$ cat src/rtl/axis_pkg.sv
// Shared AXI-Stream beat type and sizing helpers for the elastic pipeline.
package axis_pkg;

    localparam int AXIS_DATA_WIDTH = 64;
    localparam int AXIS_KEEP_WIDTH = AXIS_DATA_WIDTH / 8;

    typedef struct packed {
        logic [AXIS_DATA_WIDTH-1:0] tdata;
        logic [AXIS_KEEP_WIDTH-1:0] tkeep;
        logic                       tlast;
    } axis_beat_t;

    // Counter width able to hold 0..2*stages buffered beats.
    function automatic int occ_width(input int stages);
        return $clog2(2 * stages + 1);
    endfunction

endpackage

$ cat src/rtl/axis_skid_stage.sv
// One registered main/skid pair: 1 cycle latency, holds up to 2 beats.
// Upstream ready is a register (NOT skid valid), so m_rdy never reaches s_rdy combinationally.
module axis_skid_stage #(
    parameter int WIDTH = 73
) (
    input  logic             clk_in,
    input  logic             rst_n_in,
    input  logic [WIDTH-1:0] s_dat,
    input  logic             s_vld,
    output logic             s_rdy,
    output logic [WIDTH-1:0] m_dat,
    output logic             m_vld,
    input  logic             m_rdy
);

    logic [WIDTH-1:0] main_dat, main_dat_n;
    logic [WIDTH-1:0] skid_dat, skid_dat_n;
    logic             main_vld, main_vld_n;
    logic             skid_vld, skid_vld_n;
    logic             rdy_q;
    logic             acc;

    assign acc   = s_vld & rdy_q;
    assign s_rdy = rdy_q;
    assign m_dat = main_dat;
    assign m_vld = main_vld;

    always_comb begin
        main_vld_n = main_vld;
        main_dat_n = main_dat;
        skid_vld_n = skid_vld;
        skid_dat_n = skid_dat;
        if (skid_vld) begin
            // A full stage refuses input; a drain refills main from skid.
            if (m_rdy) begin
                main_dat_n = skid_dat;
                skid_vld_n = 1'b0;
            end
        end else if (!main_vld || m_rdy) begin
            main_vld_n = acc;
            if (acc) begin
                main_dat_n = s_dat;
            end
        end else if (acc) begin
            skid_vld_n = 1'b1;
            skid_dat_n = s_dat;
        end
    end

    always_ff @(posedge clk_in) begin
        if (!rst_n_in) begin
            main_vld <= 1'b0;
            skid_vld <= 1'b0;
            main_dat <= '0;
            skid_dat <= '0;
            rdy_q    <= 1'b0;
        end else begin
            main_vld <= main_vld_n;
            skid_vld <= skid_vld_n;
            main_dat <= main_dat_n;
            skid_dat <= skid_dat_n;
            rdy_q    <= !skid_vld_n;
        end
    end

endmodule

$ cat src/rtl/axis_pipeline.sv
// Elastic AXI-Stream pipeline of STAGES skid stages: STAGES cycles latency, 1 beat/cycle, 2*STAGES beats of buffering.
// Optional AXIS_PIPELINE_OCC_EN adds occupancy_out, the count of buffered beats.
module axis_pipeline
    import axis_pkg::*;
#(
    parameter int STAGES     = 2,
    parameter int DATA_WIDTH = 64,
    parameter int KEEP_WIDTH = DATA_WIDTH / 8
) (
    input  logic                  clk_in,
    input  logic                  rst_n_in,
    input  logic [DATA_WIDTH-1:0] s_axis_tdata,
    input  logic [KEEP_WIDTH-1:0] s_axis_tkeep,
    input  logic                  s_axis_tlast,
    input  logic                  s_axis_tvalid,
    output logic                  s_axis_tready,
    output logic [DATA_WIDTH-1:0] m_axis_tdata,
    output logic [KEEP_WIDTH-1:0] m_axis_tkeep,
    output logic                  m_axis_tlast,
    output logic                  m_axis_tvalid,
`ifdef AXIS_PIPELINE_OCC_EN
    output logic [occ_width(STAGES)-1:0] occupancy_out,
`endif
    input  logic                  m_axis_tready
);

    localparam int BEAT_W = DATA_WIDTH + KEEP_WIDTH + 1;

    if (STAGES < 1) begin : g_bad_stages
        $error("axis_pipeline: STAGES must be >= 1");
    end
    if ((DATA_WIDTH % 8) != 0) begin : g_bad_width
        $error("axis_pipeline: DATA_WIDTH must be a multiple of 8");
    end
    if (KEEP_WIDTH != DATA_WIDTH / 8) begin : g_bad_keep
        $error("axis_pipeline: KEEP_WIDTH is derived from DATA_WIDTH");
    end

    // Index i is the link feeding stage i; index STAGES is the m-side port.
    logic [BEAT_W-1:0] dat [STAGES+1];
    logic              vld [STAGES+1];
    logic              rdy [STAGES+1];

    assign dat[0]        = {s_axis_tdata, s_axis_tkeep, s_axis_tlast};
    assign vld[0]        = s_axis_tvalid;
    assign s_axis_tready = rdy[0];

    assign {m_axis_tdata, m_axis_tkeep, m_axis_tlast} = dat[STAGES];
    assign m_axis_tvalid = vld[STAGES];
    assign rdy[STAGES]   = m_axis_tready;

    for (genvar i = 0; i < STAGES; i++) begin : g_stage
        axis_skid_stage #(
            .WIDTH (BEAT_W)
        ) u_stage (
            .clk_in   (clk_in),
            .rst_n_in (rst_n_in),
            .s_dat    (dat[i]),
            .s_vld    (vld[i]),
            .s_rdy    (rdy[i]),
            .m_dat    (dat[i+1]),
            .m_vld    (vld[i+1]),
            .m_rdy    (rdy[i+1])
        );
    end

`ifdef AXIS_PIPELINE_OCC_EN
    localparam int OCC_W = occ_width(STAGES);

    logic [OCC_W-1:0] occ;
    logic             s_xfer;
    logic             m_xfer;

    assign s_xfer        = s_axis_tvalid & s_axis_tready;
    assign m_xfer        = m_axis_tvalid & m_axis_tready;
    assign occupancy_out = occ;

    always_ff @(posedge clk_in) begin
        if (!rst_n_in) begin
            occ <= '0;
        end else begin
            case ({s_xfer, m_xfer})
                2'b10:   occ <= occ + OCC_W'(1);
                2'b01:   occ <= occ - OCC_W'(1);
                default: occ <= occ;
            endcase
        end
    end
`endif

endmodule
$ cat config.mk
export PLATFORM = sky130hd
export DESIGN_NAME = axis_pipeline
export DESIGN_NICKNAME = d
export VERILOG_FILES = /design/src/rtl/axis_pkg.sv /design/src/rtl/axis_skid_stage.sv /design/src/rtl/axis_pipeline.sv
export SDC_FILE = /design/constraint.sdc
export NUM_CORES = 1
export LEC_CHECK = 0
export BUFFER_PORTS_ARGS = -buffer_cell sky130_fd_sc_hd__buf_2
export CAP_MARGIN = 20
export CORE_MARGIN = 5
export CORE_UTILIZATION = 55
export DETAILED_ROUTE_END_ITERATION = 10
export PLACE_DENSITY_LB_ADDON = 0.12
export SLEW_MARGIN = 40
export SYNTH_ARGS = -nofsm -noshare
export SYNTH_HDL_FRONTEND = slang
export SYNTH_HIERARCHICAL = 1
export SYNTH_SLANG_ARGS = --single-unit
$ cat constraint.sdc
create_clock -name clk_in -period 1.5 [get_ports clk_in]
set_input_delay 0.15 -clock clk_in [delete_from_list [all_inputs] [get_ports clk_in]]
set_output_delay 0.15 -clock clk_in [all_outputs]
set_load 0.02 [all_outputs]
==> flow_summary.yaml <==
global_routing:
  grt_pass1_vias: 10100
  grt_pass1_wl_um: 50900
  grt-ovfl-total: 0
  grt_use_total: 0.217
  antenna_found_initial: 1
  grt_start_max_net_pins: 59
critical_path:
  path_class: "reg -> reg"
  worst_ep_arrival_time_ns: 1.93
  cpPeakStageDelay_ns: 0.35
  crit_required_ns: 1.92
  worstReg2RegStart: "g_stage[0].u_stage/skid_vld$_SDFF_PN0_"
  r2r_end: "g_stage[0].u_stage/skid_dat[32]$_SDFFE_PN0P_"
  reg2reg_slack_ns: -0.009
  critPathLaunchType: "flip-flop"
  endpoint_kind: "flip-flop"
  worst-path-max-fanout: 8
  crit_chain: "nand3b_4 -> nor3b_4 -> buf_6 -> buf_12 -> buf_16 -> mux2i_1"
  ff2ff_path_depth: 6
  crit_slowest_cell: "dfxtp_4"
clock_network:
  clkLatencyLatePin_ns: 0.50
  clock_path_buffers: 3
  cts-root-buf: "clkbuf_16"
  path_clk_slew_ns: 0.06
  htreeDepth: 2
  cts-buffers-inserted: 34
  clkSinkCount: 298
  cts_tree: "yes"
logic_synthesis:
  yosysMostFrequentCell: "dfxtp_1"
  syn_nets: 1407
  yosys-top-cells-count: "dfxtp_1, mux2i_1, nand2_1"
  ys_seq_elements: 298
  post-synth-top-area-cell: "dfxtp_1"
  synth_top_area_share: 0.447
  synth_area_mm2: 0.0134
  ys_warn_count: 6
  synth.distinct_cells: 22
  async_reset_ff_frac: 0
  synth_ff_type: "dfxtp_1"
  synth_edf_count: 0
  netlist_instances: 1330
  synth_area_leaders: "dfxtp_1, mux2i_1, o211a_1, nand2_1, nand3_1"
  syn_area_per_cell_um2: 10.0
  yosysSeqAreaShare: 0.447
final_layout:
  synthToLayoutAreaGrowth_pct: 24.4
  ff_latch_area_mm2: 0.00598
  drive_gt1_frac: 0.186
  finalNetCount: 1612
  fillCellCount: 1930
  fin_cells: 1878
  multi_input_area_mm2: 0.00644
job:
  max_cap_violations: 0
place:
  hpwlAfterDp_um: 19100
  dpl_worst_slack_ns: -0.0302
  port_buffers: 151
  dp_cells: 1730
  gp_congestion: 0.740
hold_path:
  min_from: "rst_n_in"
  worstHoldEndpoint: "g_stage[1].u_stage/m_dat[19]$_SDFFE_PN0P_"
  min_path_cells: 2
  hold_class: "in -> reg"
floorplan:
  rows: 57
  die_x_um: 166
  ioPinCount: 152
  die_y_um: 166
  core_mm2: 0.0241
  start_util: 0.554
  dieArea_mm2: 0.0275
detailed_routing:
  wl_per_cell_um: 16.9
  drc: 0
  dr.pass1.iters: 7
  vias: 10300
  ant_nets: 0
  routed_via_density: 5.50
  drt_wl_total_um: 31800
  drt_iter0_drc: 490
sta:
  worstMarginPinSlew_ns: 0.420
  period_needed_ns: 1.51
  finalCritPeriodShare: 1.01
  max-slew-margin-rel: 0.720
  tns_ns: -0.00905
  report.final.slew_viol_count: 0
  setup_viol: 1
  clock.fmax_ghz: 0.663
  rsz0062_at_grt: "true"
  hold_viol: 0
  setup_slack_ns: -0.00905
  finalClockSkew_ns: 0.00967
run_status:
  violations: "negative setup slack"
  status: "complete, but fails checks"
power_and_ir_drop:
  p_leak_uw: 0.00759
  cellPowerDensity_mw_per_mm2: 1090
  vdd_drop_max_mv: 0.914
[layer usage]
layer	track usage	part of all wire	routed length, um
met3	0.0367	0.043	1370
met1	0.285	0.46	14600
met2	0.373	0.48	15200
met4	0.0588	0.020	634
met5	0	0	0
[flip-flops by register name, summed over array words and instances (netlist names)]
signal,cells
g_stage.u_stage/m_vld,2
g_stage.u_stage/skid_vld,2
g_stage.u_stage/m_dat,146
g_stage.u_stage/s_rdy,2
g_stage.u_stage/skid_dat,146
[worst max-delay path: cells and delay by family (launching register included)]
family	cells	cell delay, ns
and+or+nand+nor	2	0.42
buffers and inverters	3	0.42
DFF	1	0.35
muxes	1	0.22
[stage by stage]
step	total power, uW	hold slack [ns]	cell area (um2)	utilization
6_report	18100	0.0500	16600	0.689
5_1_grt	18800	0.0562	16600	0.689
4_1_cts	18300	0.0370	16300	0.678
3_5_place_dp	10100	0.416	14400	0.599
3_3_place_gp	10000	0.407	14400	0.599
2_1_floorplan	9550	0.292	13400	-
[how the worst max path moves through the flow]
stage | depth (start not counted) | slack [ns] | from | endpoint
floorplan | 5 | 0.12 | g_stage[0].u_stage/s_rdy$_SDFF_PN0_ | g_stage[0].u_stage/skid_dat[10]$_SDFFE_PN0P_
CTS | 5 | -0.01 | g_stage[0].u_stage/skid_vld$_SDFF_PN0_ | g_stage[0].u_stage/skid_dat[32]$_SDFFE_PN0P_
global placement | 5 | 0.01 | g_stage[0].u_stage/skid_vld$_SDFF_PN0_ | g_stage[0].u_stage/skid_dat[64]$_SDFFE_PN0P_
detailed placement | 5 | -0.03 | g_stage[0].u_stage/skid_vld$_SDFF_PN0_ | g_stage[0].u_stage/skid_dat[6]$_SDFFE_PN0P_
finish | 6 | -0.009 | g_stage[0].u_stage/skid_vld$_SDFF_PN0_ | g_stage[0].u_stage/skid_dat[32]$_SDFFE_PN0P_
global route | 6 | -0.06 | g_stage[0].u_stage/skid_vld$_SDFF_PN0_ | g_stage[0].u_stage/skid_dat[49]$_SDFFE_PN0P_
[cell type report]
cell class                 instances  share of cell area
antenna                            1            0.000151
clock buffer                      50              0.0623
clock inverter                     4             0.00294
inverter                           2            0.000452
multi-input combinational        898               0.388
sequential                       298               0.360
tap                              324              0.0244
timing repair buffer             301               0.162
[cell families after synthesis]
family / Yosys count / share of synthesized area
flip-flops: 298 / 0.447
AO/OA/AOI/OAI: 156 / 0.114
AND/OR/NAND/NOR: 450 / 0.146
buffers and inverters: 134 / 0.0740
multiplexers: 292 / 0.219
[report_power, final]
group          internal (uW)  switching (uW)  total (uW)
sequential              8190             191        8380
clock                   4910            3100        8010
combinational            789             908        1700
total                  13900            4200       18100
[placed cells by master, fill, tap and decap left out, types with 3 or more instances in the layout]
cell | Yosys | layout
dlygate4sd3_1 | 0 | 75
nand3_1 | 146 | 146
clkbuf_16 | 0 | 42
dfxtp_4 | 0 | 3
buf_4 | 14 | 24
o211a_1 | 146 | 146
clkbuf_1 | 40 | 7
buf_6 | 16 | 7
clkbuf_8 | 0 | 6
nand2_1 | 292 | 292
buf_12 | 16 | 36
dfxtp_1 | 298 | 293
buf_2 | 42 | 150
mux2i_1 | 292 | 291
[what timing repair did]
| item | 4_1_cts | 5_1_grt |
|---|---|---|
| gates cloned | 1 | 6 |
| hold buffers | 75 | 0 |
| pin swaps | 0 | 2 |
| endpoints found under the setup margin | 82 | 104 |
| resized for setup | 5 | 14 |
| endpoints found under the hold margin | 75 | 0 |
| buffers inserted | 2 | 9 |
Power figures use the tool's default switching activity.
